File: src/rtl/bcd_pkg.sv
// Shared BCD digit constants and helpers for the multi-digit counter.
package bcd_pkg;

  localparam int unsigned BCD_W = 4;
  localparam logic [3:0] BCD_MIN = 4'd0;
  localparam logic [3:0] BCD_MAX = 4'd9;

  function automatic logic is_bcd(input logic [3:0] digit);
    return digit <= BCD_MAX;
  endfunction

endpackage

File: src/rtl/bcd_digit.sv
// One BCD digit: clear, parallel load with illegal-digit squash,
// and a single up or down step with 9<->0 rollover.
module bcd_digit
  import bcd_pkg::*;
(
  input  logic       clk_i,
  input  logic       rst_i,
  input  logic       clr,
  input  logic       ld,
  input  logic [3:0] ld_val,
  input  logic       step,
  input  logic       up,
  output logic [3:0] q,
  output logic       is_max,
  output logic       is_min
);

  logic [3:0] q_inc;
  logic [3:0] q_dec;

  assign is_max = (q == BCD_MAX);
  assign is_min = (q == BCD_MIN);
  assign q_inc  = is_max ? BCD_MIN : q + 4'd1;
  assign q_dec  = is_min ? BCD_MAX : q - 4'd1;

  always_ff @(posedge clk_i) begin
    if (rst_i) begin
      q <= BCD_MIN;
    end else if (clr) begin
      q <= BCD_MIN;
    end else if (ld) begin
      q <= is_bcd(ld_val) ? ld_val : BCD_MIN;
    end else if (step) begin
      q <= up ? q_inc : q_dec;
    end
  end

endmodule

File: src/rtl/bcd_counter_n.sv
// Multi-digit BCD up/down counter with carry/borrow, load and clear.
// Digit steps ripple through an AND chain of lower-digit max/min flags.
module bcd_counter_n
  import bcd_pkg::*;
#(
  parameter int unsigned DIGITS    = 4,
  parameter bit          WRAP_DOWN = 1'b0
) (
  input  logic                    clk_i,
  input  logic                    rst_i,
  input  logic                    enable_i,
  input  logic                    updown_i,
  input  logic                    clear_i,
  input  logic                    load_i,
  input  logic [BCD_W*DIGITS-1:0] load_value_i,
  output logic [BCD_W*DIGITS-1:0] bcd_o,
  output logic                    carry_o,
  output logic                    borrow_o,
  output logic                    load_err_o
);

  logic [DIGITS-1:0] is_max;
  logic [DIGITS-1:0] is_min;
  logic [DIGITS-1:0] step;
  logic              count;
  logic              hold;
  logic              ld_bad;

  assign count    = enable_i & ~rst_i & ~clear_i & ~load_i;
  assign carry_o  = count & updown_i & (&is_max);
  assign borrow_o = count & ~updown_i & (&is_min);
  // Saturating mode freezes every digit at all-zero
  assign hold     = borrow_o & ~WRAP_DOWN;

  always_comb begin : step_chain
    logic run;
    step = '0;
    run  = count & ~hold;
    for (int k = 0; k < DIGITS; k++) begin
      step[k] = run;
      run     = run & (updown_i ? is_max[k] : is_min[k]);
    end
  end

  always_comb begin
    ld_bad = 1'b0;
    for (int k = 0; k < DIGITS; k++) begin
      if (!is_bcd(load_value_i[BCD_W*k +: BCD_W])) ld_bad = 1'b1;
    end
  end

  always_ff @(posedge clk_i) begin
    if (rst_i || clear_i) begin
      load_err_o <= 1'b0;
    end else if (load_i && ld_bad) begin
      load_err_o <= 1'b1;
    end
  end

  for (genvar g = 0; g < DIGITS; g++) begin : g_digit
    bcd_digit u_digit (
      .clk_i  (clk_i),
      .rst_i  (rst_i),
      .clr    (clear_i),
      .ld     (load_i),
      .ld_val (load_value_i[BCD_W*g +: BCD_W]),
      .step   (step[g]),
      .up     (updown_i),
      .q      (bcd_o[BCD_W*g +: BCD_W]),
      .is_max (is_max[g]),
      .is_min (is_min[g])
    );
  end

endmodule

File: config.mk
export PLATFORM = sky130hd
export DESIGN_NAME = bcd_counter_n
export DESIGN_NICKNAME = d
export VERILOG_FILES = /design/src/rtl/bcd_pkg.sv /design/src/rtl/bcd_digit.sv /design/src/rtl/bcd_counter_n.sv
export SDC_FILE = /design/constraint.sdc
export NUM_CORES = 1
export LEC_CHECK = 0
export BUFFER_PORTS_ARGS = -buffer_cell sky130_fd_sc_hd__buf_2
export CAP_MARGIN = 15
export CORE_MARGIN = 3
export CORE_UTILIZATION = 48
export DETAILED_ROUTE_END_ITERATION = 16
export PLACE_DENSITY_LB_ADDON = 0.1
export SLEW_MARGIN = 20
export SYNTH_ARGS = -nofsm -noshare
export SYNTH_HDL_FRONTEND = slang
export SYNTH_HIERARCHICAL = 1
export SYNTH_SLANG_ARGS = --single-unit
File: constraint.sdc
create_clock -name clk_i -period 2 [get_ports clk_i]
set_input_delay 0.4 -clock clk_i [delete_from_list [all_inputs] [get_ports clk_i]]
set_output_delay 0.4 -clock clk_i [all_outputs]
set_load 0.02 [all_outputs]
==> flow_summary_export.csv <==
group,metric,value,unit
outcome,status,"complete, no violations",
final_layout,final_nets,273,
timing,setup_viol,0,
die,start_util,50.5,%
synth,netlist_top_cells_count,"22 x nor2_1, 17 x dfxtp_1, 16 x o21ai_0",
synth,syn_area,1550,µm²
synth,synth.top_cell.area_share,21.9,%
die,core_area,3080,µm²
global_route,grt-ovfl-total,0,
global_route,grt_max_degree,34,
synth,yosys_warnings,6,
place,io_buffers,40,
clock_tree,htreeDepth,1,
detailed_routing,drt_pass1_iterations,5,
setup_path,cp.buffers_inverters,1,
timing,timing.final.crit_share,98.7,%
final_layout,final_core_util,67.8,%
synth,syn_area_per_cell,8.27,µm²
die,die_area,3960,µm²
setup_path,cp_slowest_cell,"or4b_4",
detailed_routing,routed_wl,4350,µm
setup_path,cp_data_required_time,2.20,ns
place,dp_cells,288,
clock_tree,tritoncts,"yes",
place,dp_slack,-0.180,ns
timing,worst_hold_slack,0.399,ns
timing,fin_crit,1.97,ns
min_path,hold_path.class,"in2reg",
setup_path,startpoint_type,"input pin",
global_route,grt_antenna_before_repair,0,
synth,ys_top_cells_by_area,"dfxtp_1 22%, nor2_1 5.3%, o21ai_0 5.2%",
clock_tree,clk_pin_slew,0.11,ns
timing,fmaxAchievable,507,MHz
timing,rsz0062_at_grt,"true",
synth,syn-num-nets,210,
detailed_routing,via_count,1690,
power_and_ir_drop,power.density,371,nW/µm²
synth,synth.most_common_cell,"nor2_1",
clock_tree,cts_hold_buf,0,
synth,synth_edf_count,0,
place,hpwl,3220,µm
clock_tree,cts_buffers,3,
timing,finalHoldViolations,0,
synth,ys_types,38,
die,die_w,62.9,µm
final_layout,syn2layout_area_growth,34.4,%
place,place_congestion,0.879,
timing,skew,0.000848,ns
die,io_pins,41,
clock_tree,ctsRootBufferMaster,"clkbuf_4",
synth,syn_inst,188,
setup_path,critPathMaxFanout,6,
clock_tree,clock_latency,0.30,ns
clock_tree,clock_sink_count,17,
timing,layout_setup_ws,0.0262,ns
synth,ys_seq_elements,17,
timing,slew_headroom,70.0,%
setup_path,crit_chain,"buf_2, or4b_4, a211o_1, nor3_4, and2_1, nand2_1, a41o_1",
setup_path,cp.arrival,2.17,ns
detailed_routing,wl_per_cell,14.8,µm
power_and_ir_drop,total_power,775,µW
timing,tightest_slew,0.450,ns
die,die_y,62.9,µm
final_layout,drive_above_1_share,44.4,%
detailed_routing,dr.first_iter.drc_count,116,
detailed_routing,viasPerCell,5.75,
synth,synthArstFlopShare,0,%
clock_tree,cts_buffer_depth,2,
setup_path,endpoint_kind,"flop",
timing,slew_violations,0,
setup_path,crit_type,"in2reg",
global_route,grt_pass1_wl,6830,µm
detailed_routing,ant_nets,0,
synth,yosysSeqAreaShare,21.9,%
synth,synth-main-ff-cell,"dfxtp_1",
power_and_ir_drop,p_leak,0.000930,µW
final_layout,antenna_cells,0,
final_layout,stdcell_count,294,
detailed_routing,drc,0,
die,rows,20,
global_route,grt_use_total,20.9,%
synth,synth_top_area_cell,"dfxtp_1",
power_and_ir_drop,peakVddDrop,0.228,mV
global_route,first_global_vias,1532,
setup_path,cp_top_family,"simple AND/OR/NAND/NOR gates",
setup_path,critPathMaxStageDelay,0.53,ns
run,max_cap_violations,0,
==> worst reg2reg max path, stage by stage, from the launching register on <==
cell and delay, ns:
dfxtp_1 0.37, nor2_2 0.12, and3_4 0.20, mux2i_1 0.07
a211o_1 0.30, nor3_4 0.30, and2_1 0.19, nand2_1 0.06
a41o_1 0.24
==> stage by stage <==
stage          setup TNS, ns  cell area, µm²
2_1_floorplan              0            1560
3_3_place_gp           -1.29            1920
3_5_place_dp           -1.52            1920
4_1_cts                    0            1990
5_1_grt               -0.142            2090
6_report                   0            2090
==> final timing paths <==
kind / slack [ns] / start / end / cells after the start
setup / recovery: 0.03 / rst_i / g_digit[3].u_digit/q[3] / 7
hold / removal: 0.40 / load_value_i[0] / g_digit[0].u_digit/q[0] / 3
hold reg to reg: 0.48 / load_err_o / load_err_o / 1
setup reg to reg: 0.06 / g_digit[0].u_digit/q[1] / g_digit[3].u_digit/q[3] / 8
==> sequential cells by signal (all words and copies together) (netlist names) <==
register	count
load_err_o	1
g_digit.u_digit/q	16
==> cell usage in the layout (no fill, tap or decap), drive strengths merged, types with 5 or more instances in the layout <==
| cell | synthesis | routed |
|---|---|---|
| buf | 8 | 66 |
| nand4 | 5 | 5 |
| o31ai | 8 | 8 |
| nand3b | 8 | 8 |
| mux2i | 6 | 6 |
| and3 | 9 | 9 |
| dfxtp | 17 | 17 |
| xnor2 | 8 | 8 |
| nor2 | 22 | 22 |
| o21ai | 16 | 16 |
| a21oi | 6 | 6 |
| inv | 7 | 7 |
| nor3 | 14 | 14 |
==> layout make-up <==
cell class / count / area, µm²
multi-input combinational: 156 / 1220
fill: 276 / 990
timing repair buffer: 66 / 412
sequential: 17 / 348
tap: 44 / 55.1
clock buffer: 4 / 26.3
inverter: 7 / 26.3
==> layer usage <==
metal | global-route usage, % | routed length, µm | up-vias
met5 | 0 | 0 | -
met4 | 4.13 | 15 | 0
met3 | 3.42 | 283 | 2
met2 | 36.9 | 2120 | 54
met1 | 26.5 | 1930 | 787
li1 | - | - | 847
==> report_power, final <==
part           internal, µW  switching [µW]
sequential              347            7.47
clock                  77.6             122
combinational          95.6             125
total                   520             255
==> cells by family after synthesis <==
group                     share of synthesized area (%)
buffers and inverters                              6.52
DFF                                                21.9
AOI/OAI and AO/OA                                  24.5
xor gates and xnor gates                           6.76
muxes                                              4.83
and+or+nand+nor                                    35.5
==> timing repair <==
action / CTS / global route
pin swaps: 0 / 7
buffers inserted: 0 / 2
gates resized for setup: 7 / 25
setup endpoints to repair: 4 / 12
Power figures use the tool's default switching activity.
